--- config.mk ---
export PLATFORM = sky130hd
export DESIGN_NAME = alu_issue_flat
export DESIGN_NICKNAME = d
export VERILOG_FILES = /design/src/rtl/alu_pkg.sv /design/src/rtl/alu_issue_if.sv /design/src/rtl/operand_fwd.sv /design/src/rtl/alu_issue.sv /design/src/flat_wrapper.sv
export SDC_FILE = /design/constraint.sdc
export NUM_CORES = 1
export LEC_CHECK = 0
export ABC_AREA = 1
export BUFFER_PORTS_ARGS = -buffer_cell sky130_fd_sc_hd__buf_4
export CAP_MARGIN = 20
export CORE_ASPECT_RATIO = 0.6
export CORE_MARGIN = 4
export CORE_UTILIZATION = 54
export DETAILED_ROUTE_END_ITERATION = 10
export GPL_TIMING_DRIVEN = 0
export PLACE_DENSITY = 0.91
export SYNTH_ARGS = -nofsm -noshare
export SYNTH_HDL_FRONTEND = slang
export SYNTH_SLANG_ARGS = --single-unit
--- constraint.sdc ---
create_clock -name clk -period 2.3 [get_ports clk]
set_input_delay 0.46 -clock clk [delete_from_list [all_inputs] [get_ports clk]]
set_output_delay 0.46 -clock clk [all_outputs]
set_load 0.02 [all_outputs]
--- src/rtl/alu_pkg.sv ---
// alu_pkg: shared ALU opcodes, default widths and flag layout
package alu_pkg;
   localparam int DEF_DATA_W = 16;
   localparam int DEF_REG_AW = 4;
   typedef enum logic [2:0] {
      ADD    = 3'b000,
      PADDSB = 3'b001,
      SUB    = 3'b010,
      AND    = 3'b011,
      NOR    = 3'b100,
      SLL    = 3'b101,
      SRL    = 3'b110,
      SRA    = 3'b111
   } alu_op_e;
   localparam int FLAG_ZR  = 0;
   localparam int FLAG_OV  = 1;
   localparam int FLAG_NEG = 2;
   typedef struct packed {
      logic neg;
      logic ov;
      logic zr;
   } alu_flags_t;
endpackage

--- src/rtl/alu_issue_if.sv ---
// alu_issue_if: issue-to-ALU valid/ready operand bus
interface alu_issue_if import alu_pkg::*; #(
   parameter int DATA_W = DEF_DATA_W,
   parameter int REG_AW = DEF_REG_AW
);
   logic              valid;
   logic              ready;
   logic [2:0]        aluop;
   logic [DATA_W-1:0] src0;
   logic [DATA_W-1:0] src1;
   logic [REG_AW-1:0] rd;
   logic              we;
   logic              is_load;
   modport master(output valid, aluop, src0, src1, rd, we, is_load, input ready);
   modport slave(input valid, aluop, src0, src1, rd, we, is_load, output ready);
endinterface

--- src/rtl/operand_fwd.sv ---
// operand_fwd: dependency match and mem/wb/stored select for one source operand
// ALU_ISSUE_FORWARD_EN enables the mem bypass leg.
module operand_fwd #(
   parameter int DATA_W = 16,
   parameter int REG_AW = 4
) (
   input  logic [REG_AW-1:0] idx,
   input  logic              chk,
   input  logic [DATA_W-1:0] stored,
   input  logic              mem_we,
   input  logic [REG_AW-1:0] mem_rd,
   input  logic              mem_is_load,
   input  logic [DATA_W-1:0] mem_result,
   input  logic              wb_we,
   input  logic [REG_AW-1:0] wb_rd,
   input  logic [DATA_W-1:0] wb_data,
   output logic              mem_hit,
   output logic              wb_hit,
   output logic [DATA_W-1:0] value
);
   logic live;
   assign live    = chk && idx != '0;
   assign mem_hit = live && mem_we && idx == mem_rd;
   assign wb_hit  = live && wb_we && idx == wb_rd;
`ifdef ALU_ISSUE_FORWARD_EN
   assign value = (mem_hit && !mem_is_load) ? mem_result : wb_hit ? wb_data : stored;
`else
   logic unused_mem;
   assign unused_mem = mem_is_load ^ (^mem_result);
   assign value = wb_hit ? wb_data : stored;
`endif
endmodule

--- src/rtl/alu_issue.sv ---
// alu_issue: single-entry issue register feeding the ALU with bypass, load-use stall and flush
// Define ALU_ISSUE_FORWARD_EN for the combinational mem bypass; otherwise mem matches stall.
module alu_issue import alu_pkg::*; #(
   parameter int DATA_W = DEF_DATA_W,
   parameter int REG_AW = DEF_REG_AW
) (
   input  logic              clk,
   input  logic              rst_n,
   input  logic              id_valid,
   output logic              id_ready,
   input  logic [2:0]        id_aluop,
   input  logic [REG_AW-1:0] id_rs,
   input  logic [REG_AW-1:0] id_rt,
   input  logic [DATA_W-1:0] id_rs_data,
   input  logic [DATA_W-1:0] id_rt_data,
   input  logic [DATA_W-1:0] id_imm,
   input  logic              id_use_imm,
   input  logic [REG_AW-1:0] id_rd,
   input  logic              id_we,
   input  logic              id_is_load,
   input  logic              flush,
   alu_issue_if.master       ex,
   input  logic              mem_we,
   input  logic [REG_AW-1:0] mem_rd,
   input  logic              mem_is_load,
   input  logic [DATA_W-1:0] mem_result,
   input  logic              wb_we,
   input  logic [REG_AW-1:0] wb_rd,
   input  logic [DATA_W-1:0] wb_data
);
   logic              held, we_q, ld_q, ui_q;
   logic [2:0]        op_q;
   logic [REG_AW-1:0] rs_q, rt_q, rd_q;
   logic [DATA_W-1:0] op0, op1, src0, src1, cap0, cap1;
   logic              mh0, mh1, wh0, wh1, hazard, accept, consume;

   operand_fwd #(.DATA_W(DATA_W), .REG_AW(REG_AW)) u_fwd0 (
      .idx(rs_q), .chk(1'b1), .stored(op0),
      .mem_we(mem_we), .mem_rd(mem_rd), .mem_is_load(mem_is_load), .mem_result(mem_result),
      .wb_we(wb_we), .wb_rd(wb_rd), .wb_data(wb_data),
      .mem_hit(mh0), .wb_hit(wh0), .value(src0)
   );

   operand_fwd #(.DATA_W(DATA_W), .REG_AW(REG_AW)) u_fwd1 (
      .idx(rt_q), .chk(!ui_q), .stored(op1),
      .mem_we(mem_we), .mem_rd(mem_rd), .mem_is_load(mem_is_load), .mem_result(mem_result),
      .wb_we(wb_we), .wb_rd(wb_rd), .wb_data(wb_data),
      .mem_hit(mh1), .wb_hit(wh1), .value(src1)
   );

`ifdef ALU_ISSUE_FORWARD_EN
   assign hazard = held && mem_is_load && (mh0 || mh1);
`else
   assign hazard = held && (mh0 || mh1);
`endif

   assign ex.valid   = held && !hazard;
   assign consume    = ex.valid && ex.ready;
   assign id_ready   = !held || consume;
   assign accept     = id_valid && id_ready;
   assign ex.aluop   = op_q;
   assign ex.src0    = src0;
   assign ex.src1    = src1;
   assign ex.rd      = rd_q;
   assign ex.we      = we_q;
   assign ex.is_load = ld_q;

   // capture through the wb port so a same-cycle writeback is not lost
   assign cap0 = (wb_we && id_rs != '0 && id_rs == wb_rd) ? wb_data : id_rs_data;
   assign cap1 = id_use_imm ? id_imm : (wb_we && id_rt != '0 && id_rt == wb_rd) ? wb_data : id_rt_data;

   always_ff @(posedge clk or negedge rst_n) begin
      if (!rst_n) begin
         held <= 1'b0;
         op_q <= '0;
         rs_q <= '0;
         rt_q <= '0;
         rd_q <= '0;
         we_q <= 1'b0;
         ld_q <= 1'b0;
         ui_q <= 1'b0;
         op0  <= '0;
         op1  <= '0;
      end else if (flush) begin
         held <= 1'b0;
      end else if (accept) begin
         held <= 1'b1;
         op_q <= id_aluop;
         rs_q <= id_rs;
         rt_q <= id_rt;
         rd_q <= id_rd;
         we_q <= id_we;
         ld_q <= id_is_load;
         ui_q <= id_use_imm;
         op0  <= cap0;
         op1  <= cap1;
      end else if (consume) begin
         held <= 1'b0;
      end else if (held) begin
         op0 <= wh0 ? wb_data : op0;
         op1 <= wh1 ? wb_data : op1;
      end
   end
endmodule
--- src/flat_wrapper.sv ---
// flat-port wrapper written by rule: the top's interface ports become plain ports
module alu_issue_flat import alu_pkg::*;
#(
   parameter int DATA_W = DEF_DATA_W,
   parameter int REG_AW = DEF_REG_AW
)
  (clk, rst_n, id_valid, id_ready, id_aluop, id_rs, id_rt, id_rs_data, id_rt_data, id_imm, id_use_imm, id_rd, id_we, id_is_load, flush, mem_we, mem_rd, mem_is_load, mem_result, wb_we, wb_rd, wb_data, ex_valid, ex_aluop, ex_src0, ex_src1, ex_rd, ex_we, ex_is_load, ex_ready);
  alu_issue_if #(.DATA_W(DATA_W), .REG_AW(REG_AW)) ex_i ();
  input  logic clk;
  input  logic rst_n;
  input  logic id_valid;
  output logic id_ready;
  input  logic [2:0] id_aluop;
  input  logic [REG_AW-1:0] id_rs;
  input  logic [REG_AW-1:0] id_rt;
  input  logic [DATA_W-1:0] id_rs_data;
  input  logic [DATA_W-1:0] id_rt_data;
  input  logic [DATA_W-1:0] id_imm;
  input  logic id_use_imm;
  input  logic [REG_AW-1:0] id_rd;
  input  logic id_we;
  input  logic id_is_load;
  input  logic flush;
  input  logic mem_we;
  input  logic [REG_AW-1:0] mem_rd;
  input  logic mem_is_load;
  input  logic [DATA_W-1:0] mem_result;
  input  logic wb_we;
  input  logic [REG_AW-1:0] wb_rd;
  input  logic [DATA_W-1:0] wb_data;
  output wire logic [$bits(ex_i.valid)-1:0] ex_valid;
  output wire logic [$bits(ex_i.aluop)-1:0] ex_aluop;
  output wire logic [$bits(ex_i.src0)-1:0] ex_src0;
  output wire logic [$bits(ex_i.src1)-1:0] ex_src1;
  output wire logic [$bits(ex_i.rd)-1:0] ex_rd;
  output wire logic [$bits(ex_i.we)-1:0] ex_we;
  output wire logic [$bits(ex_i.is_load)-1:0] ex_is_load;
  input wire logic [$bits(ex_i.ready)-1:0] ex_ready;
  assign ex_valid = ex_i.valid;
  assign ex_aluop = ex_i.aluop;
  assign ex_src0 = ex_i.src0;
  assign ex_src1 = ex_i.src1;
  assign ex_rd = ex_i.rd;
  assign ex_we = ex_i.we;
  assign ex_is_load = ex_i.is_load;
  assign ex_i.ready = ex_ready;
  alu_issue #(.DATA_W(DATA_W), .REG_AW(REG_AW)) u_core (.clk(clk), .rst_n(rst_n), .id_valid(id_valid), .id_ready(id_ready), .id_aluop(id_aluop), .id_rs(id_rs), .id_rt(id_rt), .id_rs_data(id_rs_data), .id_rt_data(id_rt_data), .id_imm(id_imm), .id_use_imm(id_use_imm), .id_rd(id_rd), .id_we(id_we), .id_is_load(id_is_load), .flush(flush), .ex(ex_i), .mem_we(mem_we), .mem_rd(mem_rd), .mem_is_load(mem_is_load), .mem_result(mem_result), .wb_we(wb_we), .wb_rd(wb_rd), .wb_data(wb_data));
endmodule
==> impl_results.md <==
- Final worst setup slack: 0.01029 ns
- Largest net degree at the start of global routing: 52
- Count of max-cap constraint violations: 0
- R2R setup slack: 0.09 ns
- Initial antenna violation count: 0
- P_leak: 3.341 nW
- Number of instances in the synthesized netlist: 687
- Clock latency on the worst-skew pair: 0.30 ns
- Hold violation total from the final report: 0
- Final worst-path cycle share: 99.55%
- Post-placement worst setup slack: 0.01323 ns
- Longest Clk Path Bufs: 2
- # port buffers: 138
- I/O pin total: 157
- First-pass GRT wire length: 24270 um
- Total number of nets in the final design: 960
- Shortest period the worst path allows: 2.290 ns
- Number of antenna cells inserted: 0
- Total track usage: 34.39%
- Final slew viol count: 0
- Data required, critical path: 1.84 ns
- Clock Pin Slew Worst Setup and Hold Paths: 0.07 ns
- Via density: 5.703
- TritonCTS buffer count: 5
- Clk sink count: 51
- Synth-to-layout area growth: 41.36%
- Relative slew slack: 54.21%
- Sum of routed wire length over all layers: 16350 um
- Arrival @ worst endpoint: 1.83 ns
- CP max stage cell: dfrtp_1
- Fraction of post-synthesis cell area in the top cell type by area: 30.86%
- Most used DFF post-synth: dfrtp_1
- Area of the placeable core: 7357 um2
- Setup repair after global routing missed its margin: yes
- List of cells traversed by the critical path: inv_2 > nand2_2 > nand4_4 > nor3_4 > buf_6 > buf_6 > nand3_1 > nand2_2 > inv_1 > buf_6
- Highest fanout seen on the critical path: 8
- Fraction of the yosys area taken by sequential cells: 30.86%
- Longest individual stage delay on the worst path: 0.43 ns
- Per-cell routed wire length: 17.21 um
- Post-Syn Nets: 801
- Slew at the pin closest to its max-slew limit: 0.6869 ns
- Die footprint: 9168 um2
- Cell chosen for the clock root: clkbuf_16
- Class of the tightest hold or removal check: in2async
- Vias: 5418
- Mapped Avg Cell Area: 6.019 um2
- Number of DRC markers after the initial detailed-route iteration: 776
- Htree depth: 2
- Flop and latch count out of synthesis: 51
- Util after Layout: 79.46%
- Overall die height: 75.79 um
- Leading cell type in the layout, fill and taps excluded: nand2_1
- Maximum ir drop on the vdd rail: 0.0004915 V
- Startpoint type of the worst setup path: flop
- Ratio of cells with drive above 1 in the final layout: 30.85%
- Result of the run: complete, no violations
- Grt ovf: 0
- Total power divided by cell area: 673.4 nW/um2
- Number of setup violations in the final report: 0
- Cell occurring most often along the worst timing path: buf_6
- CTS tree: done
- Cells taking the most area after synthesis: dfrtp_1 (31%), nand2_1 (28%), nand3_1 (10%)
- Number of detailed-route iterations in the first pass: 5
- Crit-path leading delay family: buffers and inverters
- Remaining number of nets flagged by the antenna check after routing: 0
- Warnings from Yosys: 0
- Distinct cells, synth: 30
- Bufs and invs on worst path: 5
- Max Clk Rate: 436.7 MHz
- Residual DRC count: 0
- Post-synth EDFFs: 0
- Width of the die: 121.0 um
- CP Capture Type: primary output
- Site Rows: 24
- Share of synthesized flip-flops with an asynchronous set or reset: 100.0%
- Maximum clock skew at final layout: 0.003967 ns
- Final weighted congestion in routability-driven placement: 0.9717
- Worst Path Class, Setup: reg2out
- Netlist area before placement: 4135 um2
- # hold bufs at CTS: 0
- Detailed Place HPWL: 12280 um
- Highest-count cells in the layout ignoring fill and taps: nand2_1 (306), buf_4 (144), nand3_1 (79)
- Largest area contributor in the netlist: dfrtp_1
- Starting Density: 56.21%
- Via count of the first global-routing pass: 4743
-- path summary, 6_finish.rpt --
check	from	end	cells past startpoint
max in group asynchronous	rst_n	u_core.rt_q[3]	1
max	u_core.rt_q[2]	ex_src1[5]	10
max reg2reg	u_core.rs_q[3]	u_core.op1[15]	13
min reg2reg	u_core.op1[10]	u_core.op1[10]	2
min	rst_n	u_core.rs_q[2]	1
min in group clk	id_aluop[2]	u_core.ex.aluop[2]	3
-- metal layers --
metal	wire, um	share of wire [%]	global-route usage (%)
met3	2455	15	9.718
met5	0	0	0
met1	6787	42	51.88
met4	282	1.7	7.412
met2	6825	42	48.71
-- logic make-up after synthesis --
kind of cell           Yosys count  synth area share (%)
AND/OR/NAND/NOR                471                 50.74
buffers and inverters          114                 11.47
flip-flops                      51                 30.86
AO/OA/AOI/OAI                   48                 6.293
XOR/XNOR                         3                0.6355
-- layout make-up --
type / count / area, um2
multi-input combinational: 522 / 2556
fill: 545 / 1511
sequential: 51 / 1281
timing repair buffer: 153 / 1216
inverter: 77 / 289.0
buffer: 36 / 210.2
tap: 104 / 130.1
clock buffer: 5 / 125.1
clock inverter: 2 / 37.54
-- cell usage after synthesis (all sizes together) (3+ instances only) --
cell,number
nand4,34
xor2,3
or2,16
buf,30
nor2,18
a21oi,5
dfrtp,51
o21ai,40
clkbuf,7
nand3,85
nand2,316
inv,77
-- through the flow --
| step | power, mW | TNS [ns] | hold WS, ns | instances | area (um2) |
|---|---|---|---|---|---|
| CTS | 3.763 | -0.02368 | 0.2224 | 945 | 5592 |
| detailed placement | 2.841 | 0 | 0.4654 | 929 | 5301 |
| floorplan | 2.161 | 0 | 0.1644 | 687 | 4135 |
| global route | 4.160 | -0.4320 | 0.2507 | 950 | 5846 |
| finish | 3.936 | 0 | 0.1955 | 950 | 5846 |
| global placement | 2.789 | 0 | 0.4615 | 929 | 5301 |
-- what timing repair did --
action | CTS | global route
resized for setup | 15 | 57
pin swaps | 11 | 11
setup buffers | 9 | 3
endpoints found under the setup margin | 19 | 43
gates cloned | 1 | 2
-- registers in the layout (all words and copies together) (netlist names) --
name               cells
u_core.ui_q            1
u_core.ex.is_load      1
u_core.ex.rd           4
u_core.held            1
u_core.rt_q            4
u_core.op0            16
u_core.rs_q            4
u_core.ex.aluop        3
u_core.op1            16
u_core.ex.we           1
-- power breakdown --
part	leakage, nW	switching (mW)	internal, mW
combinational	2.63	1.12	0.762
sequential	0.631	0.125	1.08
clock	0.0759	0.342	0.508
total	3.34	1.59	2.35
No activity file was read; power rests on OpenSTA's default activity.
